$ cat src/rtl/gps_sentence_ctrl.sv
// NMEA sentence framer: checks '$'..'*hh'<CR> framing and checksum, streams
// field bytes to a field buffer, and tracks the GPRMC fix status.
module gps_sentence_ctrl #(
    parameter int MAX_LEN      = 82,
    parameter int BYTE_TIMEOUT = 5_000_000
) (
    input  logic       clock_50mhz,
    input  logic       reset,
    input  logic       data_valid,
    input  logic [7:0] data,
    output logic       wr_en,
    output logic [7:0] wr_data,
    output logic [3:0] field_idx,
    output logic [3:0] char_idx,
    output logic       commit,
    output logic       sentence_err,
    output logic       rmc_fix,
    output logic       busy
);
    localparam logic [2:0] S_IDLE     = 3'd0;
    localparam logic [2:0] S_BODY     = 3'd1;
    localparam logic [2:0] S_CK_HI    = 3'd2;
    localparam logic [2:0] S_CK_LO    = 3'd3;
    localparam logic [2:0] S_WAIT_EOL = 3'd4;

    localparam int LW = $clog2(MAX_LEN + 1);
    localparam int TW = $clog2(BYTE_TIMEOUT + 1);

    localparam logic [7:0] CH_DOLLAR = 8'h24;
    localparam logic [7:0] CH_STAR   = 8'h2A;
    localparam logic [7:0] CH_COMMA  = 8'h2C;
    localparam logic [7:0] CH_CR     = 8'h0D;
    localparam logic [7:0] CH_A      = 8'h41;

    logic [2:0]    state;
    logic [7:0]    csum;
    logic [7:0]    rx_ck;
    logic [3:0]    cidx;
    logic [LW-1:0] len_cnt;
    logic [TW-1:0] tmo_cnt;
    logic          hdr_ok;
    logic [7:0]    status;
    logic          hex_ok;
    logic [3:0]    hex_val;
    logic          hdr_final;

    function automatic logic [7:0] hdr_char(input logic [3:0] i);
        case (i)
            4'd0:    hdr_char = 8'h47; // G
            4'd1:    hdr_char = 8'h50; // P
            4'd2:    hdr_char = 8'h52; // R
            4'd3:    hdr_char = 8'h4D; // M
            4'd4:    hdr_char = 8'h43; // C
            default: hdr_char = 8'h00;
        endcase
    endfunction

    always_comb begin
        hex_ok  = 1'b0;
        hex_val = 4'd0;
        if (data >= 8'h30 && data <= 8'h39) begin
            hex_ok  = 1'b1;
            hex_val = data[3:0];
        end else if (data >= 8'h41 && data <= 8'h46) begin
            hex_ok  = 1'b1;
            hex_val = data[3:0] + 4'd9;
        end
    end

    // A sentence with no comma still matches if field 0 is exactly "GPRMC".
    assign hdr_final = hdr_ok && (field_idx != 4'd0 || cidx == 4'd5);
    assign busy      = (state != S_IDLE);

    always_ff @(posedge clock_50mhz) begin
        if (reset) begin
            state        <= S_IDLE;
            csum         <= 8'd0;
            rx_ck        <= 8'd0;
            cidx         <= 4'd0;
            len_cnt      <= '0;
            tmo_cnt      <= '0;
            hdr_ok       <= 1'b0;
            status       <= 8'd0;
            wr_en        <= 1'b0;
            wr_data      <= 8'd0;
            field_idx    <= 4'd0;
            char_idx     <= 4'd0;
            commit       <= 1'b0;
            sentence_err <= 1'b0;
            rmc_fix      <= 1'b0;
        end else begin
            wr_en        <= 1'b0;
            commit       <= 1'b0;
            sentence_err <= 1'b0;
            if (data_valid) begin
                tmo_cnt <= '0;
                if (data == CH_DOLLAR) begin
                    if (state != S_IDLE) sentence_err <= 1'b1;
                    state     <= S_BODY;
                    csum      <= 8'd0;
                    field_idx <= 4'd0;
                    cidx      <= 4'd0;
                    char_idx  <= 4'd0;
                    len_cnt   <= LW'(1);
                    hdr_ok    <= 1'b1;
                    status    <= 8'd0;
                end else if (state != S_IDLE) begin
                    if (len_cnt == LW'(MAX_LEN)) begin
                        sentence_err <= 1'b1;
                        state        <= S_IDLE;
                    end else begin
                        len_cnt <= len_cnt + LW'(1);
                        case (state)
                            S_BODY: begin
                                if (data == CH_STAR) begin
                                    state <= S_CK_HI;
                                end else begin
                                    csum <= csum ^ data;
                                    if (data == CH_COMMA) begin
                                        if (field_idx != 4'd15) field_idx <= field_idx + 4'd1;
                                        cidx     <= 4'd0;
                                        char_idx <= 4'd0;
                                        if (field_idx == 4'd0 && cidx != 4'd5) hdr_ok <= 1'b0;
                                    end else begin
                                        // char_idx shows the pre-increment position alongside wr_en
                                        wr_en    <= 1'b1;
                                        wr_data  <= data;
                                        char_idx <= cidx;
                                        if (cidx != 4'd15) cidx <= cidx + 4'd1;
                                        if (field_idx == 4'd0 && (cidx >= 4'd5 || data != hdr_char(cidx)))
                                            hdr_ok <= 1'b0;
                                        if (field_idx == 4'd2 && cidx == 4'd0) status <= data;
                                    end
                                end
                            end
                            S_CK_HI: begin
                                if (hex_ok) begin
                                    rx_ck[7:4] <= hex_val;
                                    state      <= S_CK_LO;
                                end else begin
                                    sentence_err <= 1'b1;
                                    state        <= S_IDLE;
                                end
                            end
                            S_CK_LO: begin
                                if (hex_ok) begin
                                    rx_ck[3:0] <= hex_val;
                                    state      <= S_WAIT_EOL;
                                end else begin
                                    sentence_err <= 1'b1;
                                    state        <= S_IDLE;
                                end
                            end
                            S_WAIT_EOL: begin
                                state <= S_IDLE;
                                if (data == CH_CR && rx_ck == csum) begin
                                    commit <= 1'b1;
                                    if (hdr_final) rmc_fix <= (status == CH_A);
                                end else begin
                                    sentence_err <= 1'b1;
                                end
                            end
                            default: state <= S_IDLE;
                        endcase
                    end
                end
            end else if (state != S_IDLE) begin
                if (tmo_cnt == TW'(BYTE_TIMEOUT - 1)) begin
                    sentence_err <= 1'b1;
                    state        <= S_IDLE;
                    tmo_cnt      <= '0;
                end else begin
                    tmo_cnt <= tmo_cnt + TW'(1);
                end
            end else begin
                tmo_cnt <= '0;
            end
        end
    end
endmodule

$ cat config.mk
export PLATFORM = sky130hd
export DESIGN_NAME = gps_sentence_ctrl
export DESIGN_NICKNAME = d
export VERILOG_FILES = /design/src/rtl/gps_sentence_ctrl.sv
export SDC_FILE = /design/constraint.sdc
export NUM_CORES = 1
export LEC_CHECK = 0
export BUFFER_PORTS_ARGS = -buffer_cell sky130_fd_sc_hd__buf_4
export CAP_MARGIN = 20
export CORE_ASPECT_RATIO = 0.7
export CORE_MARGIN = 2
export CORE_UTILIZATION = 44
export CTS_CLUSTER_SIZE = 40
export DETAILED_ROUTE_END_ITERATION = 6
export PLACE_DENSITY_LB_ADDON = 0.2
export SLEW_MARGIN = 20
export SYNTH_ARGS = -nofsm -noshare
export SYNTH_HDL_FRONTEND = slang
export SYNTH_SLANG_ARGS = --single-unit
$ cat constraint.sdc
create_clock -name clock_50mhz -period 2.8 [get_ports clock_50mhz]
set_input_delay 0.28 -clock clock_50mhz [delete_from_list [all_inputs] [get_ports clock_50mhz]]
set_output_delay 0.28 -clock clock_50mhz [all_outputs]
set_load 0.01 [all_outputs]
==> flow_summary.ini, run 1 <==
[clock_network]
post_cts_buffers = 0
cts_made_buffers = 9
ctsResizeCount = 0
clock-sinks = 82
cts.htree.levels = 3
clk_pin_slew_ps = 70
clock_path_buffers = 2
cts_tree = done
cts_root_buf = clkbuf_16
clkLatencyLatePin_ps = 350
cts_hold_buf = 0

[synthesis]
synth_ff_type = dfxtp_1
synth.mux.area_fraction_pct = 2.82
synth_top_family_by_area = simple AND/OR/NAND/NOR gates
synth_fp_nets = 539
yosysSeqAreaShare_pct = 37.0
synth-compound-area-share_pct = 17.4
synth_warnings = 0
syn-mean-instance-area_um2 = 8.64
syn-cell-area_mm2 = 0.00443
synthXorXnorAreaFrac_pct = 8.30
ys_async_sr_fraction_pct = 0
synth_edf_count = 0
ys_ff_latch = 82
ys_types = 70
synth_cells = 513
yosys.area_share.simple_pct = 25.3
synth-adder-area-share_pct = 4.23

[critical_path]
critPathSlowestCell = o21ai_1
reg2reg_slack_ps = 510
start_kind = flop
worstSetupPathType = reg2reg
path_buf_inv = 2
end_kind = flop
worstPathCellList = inv_1 -> ha_1 -> nor2b_1 -> a21oi_1 -> o21ai_1 -> buf_4 -> o31ai_1 -> a21oi_1
max_stage_delay_ps = 630
path_delay_family = compound AO/OA/AOI/OAI gates
cp.arrival_ps = 2570
cp_common_cell = a21oi_1
cp_data_required_time_ps = 3080
crit_path_max_fanout = 9

[routing]
drc = 0
wl_per_cell_um = 16.9
vias_per_cell = 5.77
vias = 3862
dr.pass1.iters = 5
antenna_left = 0
routed_wl_mm = 11.3
drt_iter0_markers = 301

[global_route]
grt_pass1_wl_mm = 18.4
antenna_found_initial = 0
grt.overflow.total = 0
grt_start_max_net_pins = 46
grt_pass1_vias = 3467
grt.total_usage_pct = 22.2

[finish]
drive_above_1_share_pct = 13.7
syn_to_final_growth_pct = 13.6
utilization_pct = 51.6
diodes = 0
num-nets-final = 562

[timing]
fmax_mhz = 437
worst_pin_slew_ps = 747
slew_violations = 0
hold_viol = 0
finalCritPeriodShare_pct = 81.8
fin_skew_ps = 13.2
period_needed_ps = 2290
fin_setup_tns_ps = 0
finalSetupViolations = 0
grt_setup_unrepaired = no
holdWs_ps = 232
relSlewSlack_pct = 49.8

[die]
start_util_pct = 45.4
rows = 30
die_x_um = 124
core-area_mm2 = 0.00976
die-area_mm2 = 0.0109
die_y_um = 88.0
io-pin-count = 32

[run]
drv_cap = 0

[placed_design]
gp_congestion = 0.873
hpwl_mm = 8.12
portBuffers = 31

[power_and_ir_drop]
peakVddDrop_mv = 0.366
leakagePower_nw = 1.72
powerDensity_mw_per_mm2 = 476

[outcome]
status = finished clean

[hold_path]
hold_path.class = in2reg
## worst paths after layout
path	start	endpoint	cells after the start
setup / recovery	len_cnt[0]	status[7]	8
setup reg to reg	len_cnt[0]	status[7]	8
hold reg to reg	wr_data[7]	wr_data[7]	2
hold / removal	data[0]	wr_data[0]	3
## registers in the layout, indices dropped and copies added, names as in the netlist
name / cells
char_idx: 4
cidx: 4
commit: 1
csum: 8
field_idx: 4
hdr_ok: 1
len_cnt: 7
rmc_fix: 1
rx_ck: 8
sentence_err: 1
state: 3
status: 8
tmo_cnt: 23
wr_data: 8
wr_en: 1
## worst min-delay path, cell delays in order
cell,delay (ps)
buf_4,130
mux2i_1,70
nor2_1,70
## where the power goes
group / internal (W) / switching, W / total, W
clock: 0.000628 / 0.000498 / 0.00113
sequential: 0.00117 / 0.000000463 / 0.00117
combinational: 0.0000296 / 0.0000726 / 0.000102
total: 0.00182 / 0.000571 / 0.00240
## logic make-up after synthesis
logic type,after synthesis
buffers and inverters,50
DFF,82
muxes,12
and+or+nand+nor,209
xor gates and xnor gates,42
adders and majority gates,15
AOI/OAI and AO/OA,103
## placed cells by master (no fill, tap or decap), types with 9 or more instances in the layout
| cell type | Yosys | layout |
|---|---|---|
| o21ai_0 | 12 | 12 |
| nor4_1 | 9 | 9 |
| nand2_1 | 24 | 24 |
| nand3_1 | 23 | 23 |
| nand4_1 | 12 | 12 |
| mux2i_1 | 11 | 11 |
| nor2_1 | 70 | 70 |
| dfxtp_1 | 82 | 82 |
| clkbuf_16 | 0 | 9 |
| inv_1 | 23 | 23 |
| xnor2_1 | 33 | 33 |
| nor3_1 | 17 | 17 |
| a21oi_1 | 27 | 27 |
| ha_1 | 15 | 15 |
| xor2_1 | 9 | 9 |
| buf_4 | 6 | 39 |
## layout make-up
cell class                 count  area [um^2]
clock inverter                 5         37.5
multi-input combinational    381         2570
timing repair buffer          39          293
fill                         924         4730
clock buffer                  11          243
tap                          128          160
inverter                      23         86.3
sequential                    82         1640
## cells in the mapped netlist, types with 2 or more instances
master / count / area (um^2)
a211o_1: 2 / 17.5
xor2_1: 9 / 78.8
o21ai_1: 2 / 10.0
o2111a_1: 2 / 22.5
nor3_2: 2 / 20.0
mux2i_1: 11 / 110
and2_1: 5 / 31.3
nand3_1: 23 / 115
a21o_1: 3 / 22.5
o31ai_1: 5 / 37.5
nand4_1: 12 / 75.1
inv_1: 23 / 86.3
o41ai_1: 3 / 26.3
a211oi_2: 2 / 25.0
or4_1: 2 / 15.0
nor3b_1: 2 / 15.0
nor3_1: 17 / 85.1
nand2b_1: 3 / 18.8
a31oi_1: 4 / 25.0
nand2_1: 24 / 90.1
o311ai_0: 3 / 26.3
a211oi_1: 7 / 52.6
nor4b_1: 4 / 35.0
clkbuf_1: 14 / 52.6
nor4_1: 9 / 56.3
nor2_1: 70 / 263
xnor2_1: 33 / 289
or3_1: 5 / 31.3
o2111ai_1: 4 / 35.0
or3b_1: 2 / 17.5
dfxtp_1: 82 / 1640
buf_4: 6 / 45.0
o21a_1: 7 / 52.6
o211ai_1: 3 / 22.5
o21ai_0: 12 / 60.1
a21oi_1: 27 / 135
nor2b_1: 6 / 37.5
ha_1: 15 / 188
a311oi_1: 4 / 35.0
and3_1: 7 / 43.8
and4_1: 2 / 17.5
buf_2: 5 / 25.0
nand3b_1: 3 / 22.5
## metrics by stage
stage	instances	total power [W]	instance area (um^2)	setup slack [ps]
floorplan	513	0.00126	4430	695
global placement	653	0.00129	4750	411
CTS	669	0.00242	5030	549
detailed placement	653	0.00129	4750	305
global route	669	0.00249	5030	332
finish	669	0.00240	5030	510
## routing by layer
metal	track usage [%]	vias up	part of all wire, %
li1	-	1900	-
met1	33.5	1803	51
met2	30.1	146	40
met3	7.62	13	8.4
met4	5.11	0	1.1
met5	0	-	0
Note: power is estimated with default switching activity, not from simulation.
==> inputs of run 2 (changes only) <==
==> constraint.sdc (replaced) <==
create_clock -name clock_50mhz -period 2 [get_ports clock_50mhz]
set_input_delay 0.2 -clock clock_50mhz [delete_from_list [all_inputs] [get_ports clock_50mhz]]
set_output_delay 0.2 -clock clock_50mhz [all_outputs]
set_load 0.01 [all_outputs]
==> run 2 against run 1 <==
Sequential share of layout area is 2.6 points lower. Worst setup slack got worse by 470 ps. Core utilization grew 4.5 points. Routed wire length rose by 1.7%. Combinational power rose by 66%.
==> flow_summary.ini, run 2 (synthesis results as in run 1) <==
[global_route]
grt_pass1_wl_mm = 18.6
grt_start_max_net_pins = 28
grt.total_usage_pct = 22.3
antenna_found_initial = 0
grt_pass1_vias = 3688
grt.overflow.total = 0

[finish]
top_register = tmo_cnt
final_cell_mix = 88 x buf_4, 81 x dfxtp_1, 70 x nor2_1
multi_input_comb_area_mm2 = 0.00259
drive_above_1_share_pct = 22.3
num-nets-final = 612
syn_to_final_growth_pct = 23.4
regArea_mm2 = 0.00164
utilization_pct = 56.0
fillerInstances = 890
fin_cells = 719
largest_register_ffs = 23
finalInstanceArea_mm2 = 0.00547
diodes = 0
final_common_cell = buf_4

[critical_path]
crit_path_max_fanout = 7
cp.arrival_ps = 2160
end_kind = flop
worstSetupPathType = reg2reg
r2r_cells = 6
start_kind = flop
cp_data_required_time_ps = 2210

[die]
core-area_mm2 = 0.00976
io-pin-count = 32
die_x_um = 124
start_util_pct = 45.4
rows = 30
die-area_mm2 = 0.0109
die_y_um = 88.0

[timing]
slew_violations = 0
finalCritPeriodShare_pct = 97.8
grt_setup_unrepaired = yes
period_needed_ps = 1960
fin_skew_ps = 5.70
finalSetupViolations = 0
holdWs_ps = 190
hold_viol = 0
fin_setup_tns_ps = 0
fmax_mhz = 511
worst_pin_slew_ps = 472
relSlewSlack_pct = 68.3

[clock_network]
clock_path_buffers = 2
clock-sinks = 82
cts_made_buffers = 9
clk_pin_slew_ps = 60
cts_hold_buf = 0
cts_root_buf = clkbuf_16
clkLatencyLatePin_ps = 340
cts.htree.levels = 3
cts_tree = done

[routing]
routed_wl_mm = 11.5
vias = 4016
vias_per_cell = 5.59
drc = 0
wl_per_cell_um = 16.0
drt_iter0_markers = 425
dr.pass1.iters = 5
antenna_left = 0

[placed_design]
place_inst = 703
portBuffers = 31
gp_congestion = 0.909
hpwl_mm = 8.58
placed_area_mm2 = 0.00514

[power_and_ir_drop]
peakVddDrop_mv = 0.371
leakagePower_nw = 1.99
powerDensity_mw_per_mm2 = 638

[hold_path]
whs_path_depth = 3
hold_path.class = in2reg

[run]
drv_cap = 0

[outcome]
status = finished clean
[run 2: cell count changes in the layout (fill, tap and decap cells not counted), sizes merged]
cell,delta
buf,+50
bufinv,+1
clkbuf,+1
clkinv,-1
inv,-1
[run 2: worst paths after layout]
check | start | end | slack [ps]
setup / recovery | cidx[0] | status[1] | 40
hold / removal | data[5] | wr_data[5] | 190
setup reg to reg | cidx[0] | status[1] | 40
hold reg to reg | wr_data[7] | wr_data[7] | 450
[run 2: area by class of cell]
class | instances | area share, %
clock buffer | 12 | 4.69
multi-input combinational | 381 | 47.4
clock inverter | 4 | 0.915
sequential | 82 | 30.0
timing repair buffer | 89 | 12.4
inverter | 23 | 1.58
tap | 128 | 2.93
[run 2: where the power goes]
part | switching, W | total (W) | internal (W)
logic | 0.000108 | 0.000169 | 0.0000614
clock network | 0.000654 | 0.00169 | 0.00103
registers | 0.000000511 | 0.00163 | 0.00163
total | 0.000762 | 0.00349 | 0.00273
[run 2: worst max-delay path, stage by stage, from the launching register on]
cell	delay [ps]
dfxtp_1	360
inv_2	120
ha_2	240
nand4_1	200
o31a_1	430
o311ai_0	330
o41ai_1	140
[run 2: metal layers]
| layer | share of wire [%] | vias up | GRT usage, % |
|---|---|---|---|
| li1 | - | 1987 | - |
| met1 | 53 | 1894 | 33.3 |
| met2 | 40 | 117 | 31.2 |
| met3 | 6.0 | 18 | 5.79 |
| met4 | 1.4 | 0 | 6.44 |
| met5 | 0 | - | 0 |
[run 2: timing repair]
item                                    CTS  global route
resized for setup                         2             9
buffers inserted                          0             0
endpoints found under the setup margin    4            13
pin swaps                                 0             1
endpoints found under the hold margin     0             0
[run 2: per-stage QoR]
stage	power [W]	setup WS (ps)
2_1_floorplan	0.00176	50.4
4_1_cts	0.00353	27.3
6_report	0.00349	44.5
3_5_place_dp	0.00183	-230
3_3_place_gp	0.00183	-190
5_1_grt	0.00359	-27.6
